$ cat src/rtl/encoder8_3_deb.sv
// encoder8_3_deb: debounced 8-to-3 priority encoder with valid/ready output.
// Eight raw lines are synchronised, debounced as one pattern, and each new
// stable non-zero pattern is reported as the index of its highest set bit.
// Ports:
//   sys_clk    in   system clock (rising edge)
//   sys_rst    in   asynchronous active-high reset
//   in[7:0]    in   raw asynchronous lines, bit 7 highest priority
//   out_ready  in   consumer accepts the pending event
//   out_valid  out  event pending, held until accepted
//   code[2:0]  out  index of highest set bit of committed pattern
//   multi      out  committed pattern had more than one bit set
//   overrun    out  pending event overwritten before acceptance (sticky)
module encoder8_3_deb #(
  parameter int unsigned CNT_MAX = 999_999
) (
  input  logic       sys_clk,
  input  logic       sys_rst,
  input  logic [7:0] in,
  input  logic       out_ready,
  output logic       out_valid,
  output logic [2:0] code,
  output logic       multi,
  output logic       overrun
);

  localparam logic [19:0] CMAX = 20'(CNT_MAX);

  typedef enum logic {
    S_IDLE,
    S_SETTLE
  } state_t;

  state_t      r_state;
  state_t      w_next;
  logic [7:0]  r_in_s1;
  logic [7:0]  r_in_s2;
  logic [7:0]  r_stable;
  logic [7:0]  r_cand;
  logic [19:0] r_cnt;
  logic        r_valid;
  logic [2:0]  r_code;
  logic        r_multi;
  logic        r_overrun;

  logic        w_load;
  logic        w_inc;
  logic        w_commit;
  logic        w_event;
  logic [2:0]  w_code;
  logic        w_multi;

  always_ff @(posedge sys_clk or posedge sys_rst) begin
    if (sys_rst) begin
      r_in_s1 <= '0;
      r_in_s2 <= '0;
    end else begin
      r_in_s1 <= in;
      r_in_s2 <= r_in_s1;
    end
  end

  always_ff @(posedge sys_clk or posedge sys_rst) begin
    if (sys_rst) r_state <= S_IDLE;
    else         r_state <= w_next;
  end

  always_comb begin
    w_next = r_state;
    unique case (r_state)
      S_IDLE:
        if (r_in_s2 != r_stable) w_next = S_SETTLE;
      S_SETTLE:
        if (r_in_s2 == r_cand && r_cnt == CMAX)
          w_next = S_IDLE;
    endcase
  end

  always_comb begin
    w_load   = 1'b0;
    w_inc    = 1'b0;
    w_commit = 1'b0;
    unique case (r_state)
      S_IDLE:
        w_load = (r_in_s2 != r_stable);
      S_SETTLE:
        if (r_in_s2 != r_cand) w_load = 1'b1;
        else if (r_cnt == CMAX) w_commit = 1'b1;
        else w_inc = 1'b1;
    endcase
  end

  // Release to zero or return to the old pattern commits silently.
  assign w_event = w_commit && (r_cand != 8'h00)
                 && (r_cand != r_stable);

  always_comb begin
    w_code = 3'd0;
    for (int i = 0; i < 8; i++)
      if (r_cand[i]) w_code = 3'(i);
  end

  // Clearing the lowest set bit leaves something iff two or more were set.
  assign w_multi = |(r_cand & (r_cand - 8'd1));

  always_ff @(posedge sys_clk or posedge sys_rst) begin
    if (sys_rst) begin
      r_cand   <= '0;
      r_cnt    <= '0;
      r_stable <= '0;
    end else begin
      if (w_load) begin
        r_cand <= r_in_s2;
        r_cnt  <= '0;
      end else if (w_inc) begin
        r_cnt <= r_cnt + 20'd1;
      end
      if (w_commit) r_stable <= r_cand;
    end
  end

  always_ff @(posedge sys_clk or posedge sys_rst) begin
    if (sys_rst) begin
      r_valid   <= 1'b0;
      r_code    <= 3'd0;
      r_multi   <= 1'b0;
      r_overrun <= 1'b0;
    end else if (w_event) begin
      r_valid   <= 1'b1;
      r_code    <= w_code;
      r_multi   <= w_multi;
      // A same-edge transfer frees the slot, so no overrun then.
      r_overrun <= r_valid & ~out_ready;
    end else if (r_valid && out_ready) begin
      r_valid   <= 1'b0;
      r_overrun <= 1'b0;
    end
  end

  assign out_valid = r_valid;
  assign code      = r_code;
  assign multi     = r_multi;
  assign overrun   = r_overrun;

endmodule

$ cat config.mk
export PLATFORM = sky130hd
export DESIGN_NAME = encoder8_3_deb
export DESIGN_NICKNAME = d
export VERILOG_FILES = /design/src/rtl/encoder8_3_deb.sv
export SDC_FILE = /design/constraint.sdc
export NUM_CORES = 1
export LEC_CHECK = 0
export ABC_CLOCK_PERIOD_IN_PS = 3900
export BUFFER_PORTS_ARGS = -buffer_cell sky130_fd_sc_hd__buf_2
export CAP_MARGIN = 20
export CELL_PAD_IN_SITES_DETAIL_PLACEMENT = 1
export CELL_PAD_IN_SITES_GLOBAL_PLACEMENT = 1
export CORE_ASPECT_RATIO = 0.9
export CORE_MARGIN = 2
export CORE_UTILIZATION = 52
export DETAILED_ROUTE_END_ITERATION = 8
export PLACE_DENSITY_LB_ADDON = 0.1
export SLEW_MARGIN = 20
export SYNTH_ARGS = -nofsm -noshare
export SYNTH_HDL_FRONTEND = slang
export SYNTH_SLANG_ARGS = --single-unit
$ cat constraint.sdc
create_clock -name sys_clk -period 3.9 [get_ports sys_clk]
set_input_delay 0.195 -clock sys_clk [delete_from_list [all_inputs] [get_ports sys_clk]]
set_output_delay 0.195 -clock sys_clk [all_outputs]
set_load 0.01 [all_outputs]
==> results of run 1 <==
## cells in the final DEF (no fill, tap or decap), types with 4 or more instances in the layout
master	synthesis	routed
dfrtp_1	59	59
a21oi_1	10	10
nand2_1	33	33
nand4_1	5	5
inv_1	5	4
nand3_1	13	13
a21o_1	5	5
nor2_1	10	10
or3_1	4	4
dlygate4sd3_1	0	9
xnor2_2	4	4
o21ai_0	14	14
clkbuf_8	0	10
xnor2_1	4	4
buf_2	7	16
nand2b_1	4	4
mux2_2	15	15
xor2_1	16	16
nor4_1	14	14
## power breakdown
| group | leakage (nW) | switching (mW) | internal, mW | total, mW |
|---|---|---|---|---|
| combinational | 0.634 | 0.0324 | 0.0288 | 0.0612 |
| clock | 0.0855 | 0.266 | 0.253 | 0.519 |
| sequential | 0.764 | 0.0208 | 0.624 | 0.645 |
## stage by stage
step	cells	cell area [sq um]	total power, mW
2_1_floorplan	272	2890	0.696
6_report	365	3230	1.23
3_5_place_dp	340	2960	0.710
3_3_place_gp	340	2960	0.708
4_1_cts	365	3230	1.23
5_1_grt	365	3230	1.27
## cells in the mapped netlist, types with 3 or more instances
| master | n | area share, % |
|---|---|---|
| nand4_1 | 5 | 1.1 |
| xnor2_1 | 4 | 1.2 |
| nor4_1 | 14 | 3.0 |
| nand2_1 | 33 | 4.3 |
| buf_2 | 7 | 1.2 |
| nand3_1 | 13 | 2.3 |
| xor2_1 | 16 | 4.9 |
| inv_1 | 5 | 0.65 |
| a21o_1 | 5 | 1.3 |
| o21ai_0 | 14 | 2.4 |
| clkbuf_1 | 3 | 0.39 |
| mux2i_1 | 3 | 1.0 |
| xnor2_2 | 4 | 2.3 |
| dfrtp_1 | 59 | 51 |
| mux2_2 | 15 | 5.9 |
| or3_1 | 4 | 0.87 |
| buf_6 | 5 | 2.0 |
| nand2b_1 | 4 | 0.87 |
| a21oi_1 | 10 | 1.7 |
| nor2_1 | 10 | 1.3 |
| nor3_1 | 4 | 0.69 |
## path summary, 6_finish.rpt
check,endpoint,start,slack (ns),depth (start not counted)
setup / recovery,r_stable[2],r_cand[2],1.53,5
hold / removal,overrun,out_ready,0.15,4
setup reg to reg,r_stable[2],r_cand[2],1.53,5
hold reg to reg,r_in_s2[7],r_in_s1[7],0.35,0
max in group asynchronous,r_cand[3],sys_rst,2.61,4
min in group asynchronous,r_cnt[7],sys_rst,0.42,3
## tightest hold or removal path, delay by kind of cell
kind / cells / cell delay (ns)
buffers and inverters: 1 / 0.08
AND/OR/NAND/NOR: 2 / 0.11
multiplexers: 1 / 0.06
## layout make-up
| cell class | count | area share [%] |
|---|---|---|
| clock buffers | 10 | 4.26 |
| clock inverters | 6 | 1.51 |
| inverters | 5 | 0.581 |
| multi-input cells | 191 | 39.6 |
| flip-flops and latches | 59 | 45.7 |
| well taps | 67 | 2.59 |
| repair buffers | 27 | 5.73 |
## cells by family after synthesis
kind of cell | Yosys count
XOR/XNOR | 24
AO/OA/AOI/OAI | 47
flip-flops | 59
adder cells (fa/ha/maj) | 1
multiplexers | 18
AND/OR/NAND/NOR | 101
buffers and inverters | 22
## state kept, by name (all words and copies together) (netlist names)
name / count
out_valid: 1
r_cnt: 20
overrun: 1
r_in_s1: 8
r_state: 1
r_cand: 8
r_stable: 8
multi: 1
r_in_s2: 8
code: 3
## layer usage
metal	vias up	GRT usage (%)	wire (um)
met5	-	0	0
met3	8	7.07	243
met4	0	5.65	42
met1	1101	35.2	3330
met2	35	40.2	3360
li1	1024	-	-
==> reports/metrics.cfg, run 1 <==
[timing]
setup_viol=0
fin_crit_sh_pct=60.7
max_slew.worst_pin.slew_ns=0.657
min_period_ns=2.37
hold_viol_final=0
setup_slack_ns=1.53
fmax_mhz=423
fin_skew_ns=0.0123
rsz0062_at_grt=false
setup_tns_ns=0
final_max_slew_viol_count=0
holdWs_ns=0.148
relSlewSlack_pct=55.8

[critical_path]
crit_type=reg -> reg
cp-start-kind=flop
required_ns=4.13
crit_chain=xnor2_2 -> nand3_1 -> nor3_2 -> nand2_1 -> mux2_2
slowest_stage=dfrtp_1
critPathMaxStageDelay_ns=0.58
path_max_fanout=10
cp_num_buf_inv=0
crit_arrival_ns=2.59
setup.worst_path.end_class=flop
path_delay_family=simple AND/OR/NAND/NOR gates

[synthesis]
syn_inst=272
syn_avg_cell_area_sq_um=10.6
synth_xor_area_share_pct=8.32
yosys.area_share.simple_pct=18.2
syn_area_sq_um=2890
ys_types=45
synth_ff_type=dfrtp_1
synth_edf_count=0
async_flop_share_pct=100
synthAdderAreaFrac_pct=0.433
syn_nets=284
synth_top_family_by_area=simple AND/OR/NAND/NOR gates
synth-compound-area-share_pct=10.4
synth-seq-cells=59
muxShareOfSynthArea_pct=6.89
yosysWarningCount=0
yosysSeqAreaShare_pct=51.1

[routing]
ant_nets=0
vias_per_cell=5.94
dr_total_vias=2168
drt_iter0_drc=145
first_pass_iters=4
routed_wirelength_um=6970
wl_per_cell_um=19.1
post-route-drc-count=0

[global_routing]
grt_max_degree=39
antenna_found_initial=0
grt_use_total_pct=25.3
global_route.overflow_total=0
grt_pass1_wl_um=11400
grt_pass1_vias=2249

[final_layout]
drive_gt1_share_pct=19.1
n_fill_cell=573
fin_util_pct=60.8
fin_nets=305
diodes=0
regArea_sq_um=1480
syn_to_final_growth_pct=12.0
multi_input_comb_area_sq_um=1280

[floorplan]
die_y_um=74.7
rows=25
ioPinCount=17
die_w_um=82.5
core_area_sq_um=5320
die_area_sq_um=6160
start_util_pct=54.3

[clock_network]
clock_path_buffers=2
cts_resized=0
clock_latency_ns=0.34
holdBufCountCts=9
root_buffer=clkbuf_8
cts.clk_slew.worst_paths_ns=0.07
htreeDepth=3
cts_tree=yes
numCtsBuffers=9
cts_setup_buffers=0
cts.sinks=59

[outcome]
status=finished clean

[place]
placement.io_buffers=16
pre_cts_slack_ns=1.52
place_congestion=0.806
hpwl_um=4680

[worst_hold_path]
min_path_type=in -> reg

[power]
total_leakage_power_nw=1.48
p_per_area_nw_per_um2=379
peakVddDrop_mv=0.299

[run]
maxCapViolCount=0

(Power assumes the default switching activity.)
==> run 2, diff against run 1 <==
- ABC_CLOCK_PERIOD_IN_PS: 3900 -> 2000
- CORE_UTILIZATION: 52 -> 43
- clock period: 3.9 -> 2 ns (I/O delays scaled with it)
==> run 2 against run 1 <==
Against the previous run: clock power up 97%; utilization down 5.2 points; global-route usage down 3.5 points; critical endpoint is now r_cnt[10]; highest routed layer unchanged.
==> reports/metrics.cfg, run 2 (synthesis results as in run 1) <==
[power]
netSwitchingPower_mw=0.641
peakVddDrop_mv=0.514
clock_power_share_pct=41.9
p_per_area_nw_per_um2=668
switching_share_pct=26.3
total_leakage_power_nw=1.72
p_int_mw=1.79
combPwrFrac_pct=6.8
seqPwrFrac_pct=51.2

[critical_path]
crit_arrival_ns=2.20
reg2reg_from=r_in_s2[6]
crit_type=reg -> reg
cp-start-kind=flop
startpoint=r_in_s2[6]
setup.worst_path.end_class=flop
crit_chain=xnor2_4 -> nand4_4 -> or3_4 -> buf_4 -> or3_1 -> o21ai_0
required_ns=2.27
path_max_fanout=10
critPathMaxStageDelay_ns=0.47
slowest_stage=dfrtp_2

[clock_network]
clock_latency_ns=0.35
cts_tree=yes
numCtsBuffers=9
cts.clk_slew.worst_paths_ns=0.07
cts.sinks=59
root_buffer=clkbuf_8
clock_path_buffers=2
htreeDepth=3

[final_layout]
n_fill_cell=740
layout_commonest_cell=dfrtp_1
largest_reg_flops=20
drive_gt1_share_pct=32.9
regMostFlops=r_cnt
diodes=0
design_area_sq_um=3640
final_cell_mix=56 x dfrtp_1, 41 x buf_4, 31 x nand2_1
fin_nets=344
syn_to_final_growth_pct=26.2
finalNonFillerCells=427

[floorplan]
die_w_um=90.4
ioPinCount=17
die_area_sq_um=7390
core_area_sq_um=6550
start_util_pct=44.1
rows=28
die_y_um=81.7

[timing]
max_slew.worst_pin.slew_ns=0.513
fin_skew_ns=0.00651
fmax_mhz=519
setup_viol=0
hold_viol_final=0
min_period_ns=1.93
rsz0062_at_grt=true
fin_crit_sh_pct=96.3
final_max_slew_viol_count=0
holdWs_ns=0.0507
setup_slack_ns=0.0742
relSlewSlack_pct=65.8

[global_routing]
grt_max_degree=23
grt_use_total_pct=21.8
grt_pass1_wl_um=12200
antenna_found_initial=0
global_route.overflow_total=0
grt_pass1_vias=2427

[routing]
drt_iter0_drc=73
vias_per_cell=5.39
dr_total_vias=2301
first_pass_iters=4
routed_wirelength_um=7270
post-route-drc-count=0
ant_nets=0
wl_per_cell_um=17.0

[place]
pre_cts_slack_ns=-0.00231
dpl_cell_area_sq_um=3260
placed_cells=400
place_congestion=0.845
hpwl_um=5130
placement.io_buffers=16

[worst_hold_path]
min-delay-start=out_ready
min_path_type=in -> reg

[run]
maxCapViolCount=0

[outcome]
status=finished clean

-- run 2: through the flow --
stage | TNS, ns | power [mW] | utilization [%]
2_1_floorplan | 0 | 1.36 | -
3_3_place_gp | -0.0169 | 1.40 | 49.8
3_5_place_dp | -0.00231 | 1.40 | 49.8
4_1_cts | 0 | 2.45 | 54.1
5_1_grt | -0.0454 | 2.53 | 55.6
6_report | 0 | 2.43 | 55.6
-- run 2: layout make-up --
type / count / area, sq um / area share [%]
inverter: 5 / 18.8 / 0.515
clock buffer: 10 / 138 / 3.78
tap: 90 / 113 / 3.09
multi-input combinational: 191 / 1370 / 37.6
timing repair buffer: 66 / 478 / 13.1
sequential: 59 / 1480 / 40.6
clock inverter: 6 / 47.5 / 1.30
-- run 2: path summary, 6_finish.rpt --
kind | to | slack, ns | cells past startpoint
setup / recovery | r_cnt[10] | 0.07 | 6
hold / removal | overrun | 0.05 | 4
setup reg to reg | r_cnt[10] | 0.07 | 6
hold reg to reg | r_in_s2[0] | 0.35 | 0
max in group asynchronous | r_in_s2[3] | 1.00 | 4
min in group asynchronous | r_cnt[7] | 0.32 | 3
-- run 2: layer usage --
metal  GRT usage (%)  up-vias  routed length [um]
li1                -     1098                   -
met1            29.4     1159                3570
met2            34.4       35                3390
met3            5.87        9                 231
met4            7.85        0                  85
met5               0        -                   0
-- run 2: power groups by stage --
stage / clock network, mW / registers (mW) / logic, mW
after CTS: 1.06 / 1.24 / 0.153
final: 1.02 / 1.25 / 0.166
after global routing: 1.09 / 1.25 / 0.186
after global placement: 0 / 1.26 / 0.134
after floorplan: 0 / 1.25 / 0.104
after detailed placement: 0 / 1.27 / 0.137
-- run 2: what timing repair did --
action,4_1_cts,5_1_grt
hold buffers,9,0
pin swaps,0,6
gates resized for setup,1,18
setup buffers,0,2
endpoints found under the hold margin,28,0
gates cloned,0,0
endpoints found under the setup margin,1,34
-- run 2: critical path, delay by kind of cell (launching register included) --
family | cells | cell delay, ns
xor gates and xnor gates | 1 | 0.21
buffers and inverters | 1 | 0.19
and+or+nand+nor | 3 | 0.90
DFF | 1 | 0.47
AOI/OAI and AO/OA | 1 | 0.08
